**config.mk**
```make
export PLATFORM = sky130hd
export DESIGN_NAME = jh_msg_ctrl
export DESIGN_NICKNAME = d
export VERILOG_FILES = /design/src/rtl/jh_pkg.sv /design/src/rtl/jh_pad_mask.sv /design/src/rtl/jh_msg_ctrl.sv
export SDC_FILE = /design/constraint.sdc
export NUM_CORES = 2
export LEC_CHECK = 0
export BUFFER_PORTS_ARGS = -buffer_cell sky130_fd_sc_hd__buf_2
export CAP_MARGIN = 20
export CORE_AREA = 2 2 522 524
export CTS_CLUSTER_DIAMETER = 120
export CTS_CLUSTER_SIZE = 10
export DETAILED_ROUTE_END_ITERATION = 8
export DIE_AREA = 0 0 524 526
export PLACE_DENSITY = 0.3
export SLEW_MARGIN = 20
export SYNTH_ARGS = -nofsm -noshare
export SYNTH_HDL_FRONTEND = slang
export SYNTH_SLANG_ARGS = --single-unit
```
**constraint.sdc**
```tcl
create_clock -name clk -period 2.8 [get_ports clk]
set_input_delay 0.14 -clock clk [delete_from_list [all_inputs] [get_ports clk]]
set_output_delay 0.14 -clock clk [all_outputs]
set_load 0.05 [all_outputs]
```
**src/rtl/jh_pkg.sv**
```systemverilog
// Shared types and constants for the JH message controller.
package jh_pkg;

  localparam int BLK_W       = 512;
  localparam int WORD_W      = 64;
  localparam int LEN_FIELD_W = 128;
  localparam logic [7:0] PAD_BYTE = 8'h80;

  typedef enum logic [2:0] {
    S_IDLE   = 3'd0,
    S_FILL   = 3'd1,
    S_ISSUE  = 3'd2,
    S_WAIT   = 3'd3,
    S_PADBLK = 3'd4,
    S_DONE   = 3'd5
  } state_e;

  // Valid-byte count of a last word; anything above 8 means a full word.
  function automatic logic [3:0] clamp_bytes(input logic [3:0] b);
    if (b > 4'd8) begin
      return 4'd8;
    end else begin
      return b;
    end
  endfunction

endpackage

```
**src/rtl/jh_pad_mask.sv**
```systemverilog
// Keep-mask and '1'-bit placement for the last data block of a message.
module jh_pad_mask
  import jh_pkg::*;
(
  input  logic [3:0]       in_bytes,
  input  logic [2:0]       wcnt,
  input  logic             non_empty,
  output logic [BLK_W-1:0] keep_mask,
  output logic [BLK_W-1:0] one_bit,
  output logic             one_set
);

  logic [9:0] kept_s;

  // Bits kept from the top of the block, then the pad bit right after them
  always_comb begin
    kept_s    = {1'b0, wcnt, 6'd0} + {3'd0, clamp_bytes(in_bytes), 3'd0};
    keep_mask = ~({BLK_W{1'b1}} >> kept_s);
    one_set   = non_empty && (kept_s < 10'd512);
    if (one_set) begin
      one_bit = {1'b1, {(BLK_W-1){1'b0}}} >> kept_s;
    end else begin
      one_bit = {BLK_W{1'b0}};
    end
  end

endmodule

```
**src/rtl/jh_msg_ctrl.sv**
```systemverilog
// JH message controller: block assembly, padding and core sequencing.
module jh_msg_ctrl
  import jh_pkg::*;
#(
  parameter int OUT_BITS = 256,
  parameter int LEN_BITS = 64
) (
  input  logic                clk,
  input  logic                rst_n,
  input  logic                in_valid,
  output logic                in_ready,
  input  logic [63:0]         in_data,
  input  logic                in_last,
  input  logic [3:0]          in_bytes,
  output logic                core_en,
  output logic                core_init,
  output logic [511:0]        core_data,
  input  logic                core_fin,
  input  logic [511:0]        core_odata,
  output logic [OUT_BITS-1:0] digest,
  output logic                digest_valid,
  output logic                busy
);

  state_e              state_r, state_nxt_s;
  logic                hs_s, empty_msg_s, non_empty_s, pad_one_s, one_set_s;
  logic [2:0]          wcnt_r;
  logic [LEN_BITS-1:0] len_r, len_nxt_s;
  logic [LEN_BITS:0]   len_sum_s, len_inc_s;
  logic [BLK_W-1:0]    blk_r, blk_word_s, blk_last_s, pad_blk_s, keep_mask_s, one_bit_s;
  logic                first_blk_r, pad_pending_r, final_r, one_in_pad_r;
  logic                in_ready_r, core_en_r, core_init_r, digest_valid_r, busy_r;
  logic [OUT_BITS-1:0] digest_r;
  logic                odata_unused_s;

  assign odata_unused_s = ^core_odata;

  jh_pad_mask u_pad_mask (
    .in_bytes (in_bytes),
    .wcnt     (wcnt_r),
    .non_empty(non_empty_s),
    .keep_mask(keep_mask_s),
    .one_bit  (one_bit_s),
    .one_set  (one_set_s)
  );

  // Next-state decode
  always_comb begin
    hs_s        = in_valid && in_ready_r;
    empty_msg_s = (state_r == S_IDLE) && (in_bytes == 4'd0);
    non_empty_s = !empty_msg_s;
    state_nxt_s = state_r;
    case (state_r)
      S_IDLE: begin
        if (hs_s && in_last && empty_msg_s) begin
          state_nxt_s = S_PADBLK;
        end else if (hs_s && in_last) begin
          state_nxt_s = S_ISSUE;
        end else if (hs_s) begin
          state_nxt_s = S_FILL;
        end else begin
          state_nxt_s = S_IDLE;
        end
      end
      S_FILL: begin
        if (hs_s && (in_last || (wcnt_r == 3'd7))) begin
          state_nxt_s = S_ISSUE;
        end else begin
          state_nxt_s = S_FILL;
        end
      end
      S_ISSUE: state_nxt_s = S_WAIT;
      S_WAIT: begin
        if (core_fin && pad_pending_r) begin
          state_nxt_s = S_PADBLK;
        end else if (core_fin && final_r) begin
          state_nxt_s = S_DONE;
        end else if (core_fin) begin
          state_nxt_s = S_FILL;
        end else begin
          state_nxt_s = S_WAIT;
        end
      end
      S_PADBLK: state_nxt_s = S_ISSUE;
      S_DONE:   state_nxt_s = S_IDLE;
      default:  state_nxt_s = S_IDLE;
    endcase
  end

  // Word placement, last-word masking, length update and pad block image
  always_comb begin
    blk_word_s = blk_r;
    blk_word_s[{~wcnt_r, 6'd0} +: WORD_W] = in_data;
    blk_last_s = (blk_word_s & keep_mask_s) | one_bit_s;
    len_inc_s  = '0;
    if (in_last) begin
      len_inc_s[6:0] = {clamp_bytes(in_bytes), 3'd0};
    end else begin
      len_inc_s[6:0] = 7'd64;
    end
    len_sum_s = {1'b0, len_r} + len_inc_s;
    if (len_sum_s[LEN_BITS]) begin
      len_nxt_s = '1;
    end else begin
      len_nxt_s = len_sum_s[LEN_BITS-1:0];
    end
    // An empty message reaches the pad block straight from IDLE
    pad_one_s = (state_r == S_IDLE) ? 1'b1 : one_in_pad_r;
    pad_blk_s = '0;
    pad_blk_s[BLK_W-1 -: 8] = pad_one_s ? PAD_BYTE : 8'h00;
    pad_blk_s[LEN_FIELD_W-1:0] = LEN_FIELD_W'(len_r);
  end

  // State register
  always_ff @(posedge clk) begin
    if (!rst_n) begin
      state_r <= S_IDLE;
    end else begin
      state_r <= state_nxt_s;
    end
  end

  // Block buffer, counters and per-message flags
  always_ff @(posedge clk) begin
    if (!rst_n) begin
      blk_r         <= '0;
      wcnt_r        <= 3'd0;
      len_r         <= '0;
      first_blk_r   <= 1'b0;
      pad_pending_r <= 1'b0;
      final_r       <= 1'b0;
      one_in_pad_r  <= 1'b0;
      digest_r      <= '0;
    end else begin
      case (state_r)
        S_IDLE, S_FILL: begin
          if (hs_s) begin
            len_r  <= len_nxt_s;
            wcnt_r <= wcnt_r + 3'd1;
            if (state_r == S_IDLE) begin
              first_blk_r <= 1'b1;
            end
            if (in_last && empty_msg_s) begin
              blk_r <= pad_blk_s;
            end else if (in_last) begin
              blk_r         <= blk_last_s;
              pad_pending_r <= 1'b1;
              one_in_pad_r  <= !one_set_s;
            end else begin
              blk_r <= blk_word_s;
            end
          end
        end
        S_ISSUE: first_blk_r <= 1'b0;
        S_WAIT: begin
          if (core_fin && pad_pending_r) begin
            blk_r <= pad_blk_s;
          end else if (core_fin && final_r) begin
            digest_r <= core_odata[OUT_BITS-1:0];
          end else if (core_fin) begin
            blk_r  <= '0;
            wcnt_r <= 3'd0;
          end
        end
        S_PADBLK: begin
          final_r       <= 1'b1;
          pad_pending_r <= 1'b0;
        end
        S_DONE: begin
          blk_r         <= '0;
          wcnt_r        <= 3'd0;
          len_r         <= '0;
          final_r       <= 1'b0;
          one_in_pad_r  <= 1'b0;
          pad_pending_r <= 1'b0;
        end
        default: ;
      endcase
    end
  end

  // Registered outputs decoded from the state being entered
  always_ff @(posedge clk) begin
    if (!rst_n) begin
      in_ready_r     <= 1'b0;
      core_en_r      <= 1'b0;
      core_init_r    <= 1'b0;
      digest_valid_r <= 1'b0;
      busy_r         <= 1'b0;
    end else begin
      in_ready_r     <= (state_nxt_s == S_IDLE) || (state_nxt_s == S_FILL);
      core_en_r      <= (state_nxt_s == S_ISSUE);
      core_init_r    <= (state_nxt_s == S_ISSUE) && (first_blk_r || (state_r == S_IDLE));
      digest_valid_r <= (state_nxt_s == S_DONE);
      busy_r         <= (state_nxt_s != S_IDLE) && (state_nxt_s != S_DONE);
    end
  end

  assign in_ready     = in_ready_r;
  assign core_en      = core_en_r;
  assign core_init    = core_init_r;
  assign core_data    = blk_r;
  assign digest       = digest_r;
  assign digest_valid = digest_valid_r;
  assign busy         = busy_r;

endmodule

```
Word level (Yosys, flattened, before mapping)
Index checks and enable logic that the tools add are counted.

word-level totals
  bits of input ports = 585
  register bits after elaboration = 847
  output and inout bits = 773
  word-level logic and storage cells = 123

cells by class
  order comparisons = 2
  add/sub/neg operators = 4
  reduce and logical (&&, ||, !) cells = 34
  mux-type cells = 41
  bitwise logic cells = 5
  equal/unequal tests = 19
  shift-type cells = 4

operators with widths
  kind                                                      count
  2-to-1 mux 512 bit                                        7
  one-hot mux 512 bit (3 select lines)                      1
  >> shifter 512 x 10 -> 512 bit (first input constant)     2
  bitwise AND 512 bit                                       1
  bitwise mux 512 bit                                       1
  inverter 512 bit                                          1
  OR 512 bit                                                1
  variable shift 64 x 11 -> 512 bit (first input constant)  1
  variable part select 64 x 11 -> 512 bit                   1
  2-to-1 mux 64 bit                                         2
  one-hot mux 64 bit (2 select lines)                       1
  adder 64 x 7 -> 65 bit                                    1
  2-to-1 mux 3 bit                                          7
  one-hot mux 3 bit (5 select lines)                        1
  inequality test 2 bit (second input constant)             7
  equality test 3 bit (second input constant)               4
  AND reduction 4 bit                                       3
  logical AND 1 bit                                         11
  negation 9 -> 11 bit                                      1
  adder 9 x 7 -> 10 bit                                     1
  < comparator 10 bit (second input constant)               1
  2-to-1 mux 1 bit                                          10
  equality test 3 x 2 -> 1 bit (second input constant)      3
  inequality test 3 bit (second input constant)             3
  21 further kinds                                          37

Longest topological paths before layout
  depth after elaboration = 11
  depth in mapped cells = 14
  mapped depth without buffers = 12

Cells and area by module
Synthesis repeated with hierarchy kept, for this count alone.

unflattened totals
  cells, all modules = 6932
  area total of the unflattened synthesis = 50226.9 um^2

by module, submodules not included
  module       cells an instance  area an instance (um^2)  instances  seq. area each (um^2)
  jh_msg_ctrl  5805               42241.8                  1          16916.2
  jh_pad_mask  1127               7985.2                   1          0.0

Worst setup path after synthesis
No wires, ideal clock.

  path type = input to register
  start = in in_bytes[3]
  end = reg len_r[58]
  required time = 2680 ps
  library setup time = 120 ps
  arrival time = 2794 ps
  stages on the path = 11
  path buffers = 2
  path slack = -113 ps
  cells stage by stage = clkbuf_1 -> clkbuf_1 -> nor2_1 -> and2_1 -> ha_1 -> nand3_1 -> o22ai_1 -> nand2_1 -> or3_1 -> o311a_1 -> a211o_1

between the ends
  longest elaborated chain between the ends = 7

RTL lines
  element                                  RTL line            RTL
  start: declaration                       jh_msg_ctrl.sv:14   input logic [3:0] in_bytes,
  > comparator 4 bit                       jh_pkg.sv:20        if (b > 4'd8) begin
  2-to-1 mux 4 bit (*)                     jh_pkg.sv:20
  2-to-1 mux 7 bit (*)                     jh_msg_ctrl.sv:96   if (in_last) begin
  adder 64 x 7 -> 65 bit (*)               jh_msg_ctrl.sv:101  len_sum_s = {1'b0, len_r} + len_inc_s;
  2-to-1 mux 64 bit (*)                    jh_msg_ctrl.sv:102  if (len_sum_s[LEN_BITS]) begin
  2-to-1 mux 64 bit (*)                    jh_msg_ctrl.sv:137  if (hs_s) begin
  one-hot mux 64 bit (2 select lines) (*)  jh_msg_ctrl.sv:135  case (state_r)
  end signal: assignment                   jh_msg_ctrl.sv:138  len_r <= len_nxt_s;
  end: declaration                         jh_msg_ctrl.sv:28   logic [LEN_BITS-1:0] len_r, len_nxt_s;

Mark *: on every way between the ends. The rest lies on a longest branch, timed or not. The select of a mux whose other input is x is not followed.
A chain may end at the register's enable or synchronous reset.

Final worst setup path
  start = reg wcnt_r[0]
  end = reg blk_r[472], in the netlist core_data[472]

between the ends
  longest elaborated chain between the ends = 10
  elaborated cells between the ends (all ways) = 18
  those cells by class = 2 x add/sub; 1 x order compare; 4 x shift; 6 x mux; 4 x bitwise; 1 x reduce/logical

RTL lines
  element                                                        RTL line            RTL
  start: declaration                                             jh_msg_ctrl.sv:27   logic [2:0] wcnt_r;
  start signal: assignment                                       jh_msg_ctrl.sv:139  wcnt_r <= wcnt_r + 3'd1;
  branches (longest 6 deep; another with adder 9 x 7 -> 10 bit)  -
  2-to-1 mux 512 bit (*)                                         jh_msg_ctrl.sv:145  end else if (in_last) begin
  2-to-1 mux 512 bit (*)                                         jh_msg_ctrl.sv:143  if (in_last && empty_msg_s) begin
  2-to-1 mux 512 bit (*)                                         jh_msg_ctrl.sv:137
  one-hot mux 512 bit (3 select lines) (*)                       jh_msg_ctrl.sv:135
  end signal: assignment                                         jh_msg_ctrl.sv:144  blk_r <= pad_blk_s;
  end signal: assignment                                         jh_msg_ctrl.sv:146  blk_r <= blk_last_s;
  end signal: assignment                                         jh_msg_ctrl.sv:150  blk_r <= blk_word_s;
  end: declaration                                               jh_msg_ctrl.sv:30   logic [BLK_W-1:0] blk_r, blk_word_s, blk_last_s, pad_blk_s, keep_mask_s, one_bit_s;

Every way passes the cells marked *. The select of a mux whose other input is x is not followed.

==> metrics.md <==
| Metric | Value |
|---|---|
| Max layer used | met5 |
| Drt pass-1 iters | 7 |
| Worst hold path endpoint | core_data[303] |
| Port bufs | roughly 1100 |
| Largest family of logic cells by synthesized area | compound AO/OA/AOI/OAI gates |
| Reg clk slew, reported paths | ~60 ps |
| TritonCTS Buffers | slightly below 100 |
| Area leader, netlist | dfxtp_1 |
| Cells along the critical path | ha_1, ha_2, buf_12, nor3b_1, nand3_1, buf_4, o21ai_0, buf_4, a21oi_1, buf_4, a22o_1 |
| CP Data Arrival Time | roughly 3400 ps |
| Detailed-route DRC error count | 0 |
| Worst path buffer plus inverter count | 4 |
| Largest net degree at the start of global routing | ~120 |
| Vias in the first global route | around 38000 |
| Setup crit start kind | flip-flop |
| Fin crit share | a little over nine tenths |
| Synth Area in Compound Gates | 23.5% |
| ANT nets after route | 0 |
| Ys async rst share | 0% |
| DP Wirelength | roughly 200000 um |
| Crit path from | wcnt_r[0] |
| Simple-Gate Fraction of Synth Area | ~20% |
| Die footprint | around 280000 um^2 |
| Outcome | finished, final reports clean |
| Setup TNS | 0 ps |
| XOR/XNOR share of the synthesized area | less than 1% |
| Final Skew | ~46 ps |
| Num Clock Sinks | 845 |
| Primary FF master, synth | dfxtp_1 |
| Worst r2r path cells | 11 |
| Clk root buf | clkbuf_16 |
| Count of pins over their slew limit | 0 |
| Crit-path most repeated cell | buf_4 |
| M1 WL | between 100000 and 150000 um |
| Adder-cell area share of the yosys netlist | less than 1% |
| Slowest-stage cell, CP | dfxtp_1 |
| Tot GR Track Use | about 18% |
| Routed wire length | 255000 um |
| Fillcell total | between 30000 and 40000 |
| Mapped Cells | approximately 4300 |
| Int Pwr | roughly 20000 uW |
| Post-synth net total | ~5000 |
| Worst-path maximum fanout | 17 |
| Synth top area share | between 40 and 50% |
| Core area | approximately 270000 um^2 |
| GP Congestion | 0.868 |
| Crit Path Class | reg -> reg |
| Final hold vios | 0 |
| Final setup violation count | 0 |
| Initial Util | about 13% |
| Leakage power | about 0.022 uW |
| Mux contribution to synthesized area | around 2.0% |
| Ratio of cells with drive above 1 in the final layout | between 20% and 30% |
| Nets@finish | 6448 |
| Routed vias/inst | around 4.1 |
| Site Rows | about 190 |
| Worst Hold Depth | 4 |
| Die Y | approximately 530 um |
| Worst r2r src | wcnt_r[0] |
| CP endpoint kind | flip-flop |
| Max_cap viols | 0 |
| H-tree depth | 3 |
| Top cells by area, synth | dfxtp_1, nand2_1, a21oi_1, clkbuf_1, o21ai_0 |
| IO Count | ~1400 |
| CTS tree | built |
| Antenna violations before repair | 48 |
| Initial DRC count | 2439 |
| Cell family with most CP delay | buffers and inverters |
| Clock Tree Buf Depth | 3 |
| Clk_lat worst skew | roughly 760 ps |
| Mean post-synth cell area | 7.99 um^2 |
| Die extent in x | about 520 um |
| Flop pwr share | around 44% |
| Worst min path class | in -> reg |
| Sequential area share after synthesis | between 40% and 50% |
| Peak VDD IR | ~470 uV |
| Met2 Routed Length | roughly 130000 um |
| F_max | approximately 370 MHz |
| Post-route minimum period | between 2000 and 3000 ps |
| Hold path start | in_data[47] |
| Grt ovf | 0 |
| CP required | about 3400 ps |
| Clk pwr share | roughly 43% |
| PwrDens | around 530 nW/um^2 |
| Yosys cell types | 78 |
| Worst-margin pin slew | around 1100 ps |
| Area of the multi-input gates | about 16000 um^2 |
| Max-slew headroom | 28.9% |
| Final core occ | about a fifth |
| PnR Total Power | approximately 28000 uW |
| Post-synth design cell area | 34200 um^2 |
| DR WL/cell | roughly 27 um |
| Met3 WL | between 15000 and 20000 um |
| Area Growth Syn to Fin | 54.8% |
| R2R setup slack | between 60 and 70 ps |
| RR Endpoint | core_data[472] |
| Total number of vias | slightly below 40000 |
| First-pass GRT wire length | about 340000 um |
| Yosys reg bits | about 850 |
| Comb pwr share | 13.6% |
| Register area | approximately 17000 um^2 |
| CP peak stage delay | about 340 ps |
| Ys Warns | 0 |
| Count of flip-flops with a built-in enable after synthesis | 0 |
| Switching part of the total | about 30% |
| P_sw | about 8400 uW |
-- layout make-up --
type | count | share of cell area (%)
clock buffer | 98 | 4.64
antenna | 16 | 0.0757
clock inverter | 13 | 0.317
sequential | 845 | 32.0
multi-input combinational | 3049 | 30.5
timing repair buffer | 1838 | 23.9
tap | 3570 | 8.45
inverter | 23 | 0.177
-- synthesized netlist by cell type (13+ instances only) --
| library cell | number |
|---|---|
| nand2_1 | 1155 |
| dfxtp_1 | 845 |
| a21oi_1 | 655 |
| clkbuf_1 | 304 |
| nor2_1 | 210 |
| o21ai_0 | 208 |
| a22o_1 | 92 |
| nor3_1 | 65 |
| a32o_1 | 60 |
| mux2i_1 | 59 |
| nand3_1 | 55 |
| o22ai_1 | 45 |
| and2_1 | 36 |
| o211a_1 | 36 |
| a31oi_1 | 30 |
| buf_1 | 29 |
| o2bb2ai_1 | 29 |
| a22oi_1 | 26 |
| inv_1 | 22 |
| o32ai_1 | 20 |
| buf_2 | 18 |
| nand4_1 | 18 |
| o211ai_1 | 18 |
| and3_1 | 17 |
| nor2b_1 | 16 |
| o21ai_1 | 16 |
| nor4_1 | 15 |
| nand2b_1 | 14 |
| and4_1 | 13 |
-- per-layer routing --
layer	vias up	global-route usage, %
li1	18001	-
met1	18838	20.7
met2	1417	32.4
met3	237	4.23
met4	6	3.81
met5	-	0
-- power by group through the flow --
| stage | sequential [uW] | combinational (uW) | clock [uW] |
|---|---|---|---|
| 2_1_floorplan | 12800 | 1090 | 0 |
| 6_report | 12200 | 3810 | 12000 |
| 5_1_grt | 12200 | 4020 | 12900 |
| 3_5_place_dp | 12500 | 3430 | 0 |
| 3_3_place_gp | 12500 | 3430 | 0 |
| 4_1_cts | 12200 | 3860 | 12600 |
-- state kept, by name (all words and copies together), names as in the netlist --
| signal | cells |
|---|---|
| state_r | 3 |
| len_r | 62 |
| one_in_pad_r | 1 |
| in_ready | 1 |
| wcnt_r | 3 |
| digest | 256 |
| final_r | 1 |
| core_data | 512 |
| busy | 1 |
| first_blk_r | 1 |
| digest_valid | 1 |
| pad_pending_r | 1 |
| core_init | 1 |
| core_en | 1 |
-- cells in the final DEF, fill, tap and decap left out, types with 18 or more instances in the layout --
cell and count:
a21oi_1 653, a22o_1 90, a22oi_1 25, a31oi_1 30, a32o_1 60, and2_1 34, buf_12 62, buf_2 1100
buf_4 351, clkbuf_16 98, dfxtp_1 845, dlygate4sd3_1 321, inv_1 22, mux2i_1 59, nand2_1 1149, nand3_1 54
nand4_1 18, nor2_1 198, nor3_1 50, o211a_1 36, o211ai_1 18, o21ai_0 206, o22ai_1 44, o2bb2ai_1 29
o32ai_1 20
-- cell families after synthesis --
family	Yosys count
adder cells (fa/ha/maj)	9
buffers and inverters	379
AO/OA/AOI/OAI	1311
multiplexers	66
XOR/XNOR	6
AND/OR/NAND/NOR	1657
flip-flops	845
-- through the flow --
| step | hold WS (ps) | cell area [um^2] | setup slack, ps | instances |
|---|---|---|---|---|
| 5_1_grt | 56.8 | 52900 | -5.98 | 9447 |
| 3_5_place_dp | 386 | 46800 | -646 | 8999 |
| 4_1_cts | 1.76 | 52700 | 10.6 | 9435 |
| 2_1_floorplan | 266 | 34200 | 21.9 | 4273 |
| 6_report | 84.7 | 52900 | 67.5 | 9452 |
| 3_3_place_gp | 380 | 46800 | -653 | 8999 |
-- worst max path at each step --
stage / end / slack [ps] / cells past startpoint
final: core_data[472] / 70 / 11
after floorplan: len_r[58] / 20 / 11
after CTS: core_data[510] / 10 / 10
after detailed placement: core_data[457] / -650 / 11
after global placement: core_data[459] / -650 / 11
after global routing: core_data[263] / -6 / 12
-- worst min-delay path: cells and delay by family --
family | cells | cell delay [ps]
AOI/OAI and AO/OA | 2 | 250
buffers and inverters | 1 | 270
muxes | 1 | 120
-- repair_timing --
item	4_1_cts	5_1_grt
endpoints found under the setup margin	66	116
resized for setup	16	25
hold endpoints to repair	717	0
pin swaps	2	2
hold buffers	321	0
buffers inserted	4	1
Note: power is estimated with default switching activity, not from simulation.
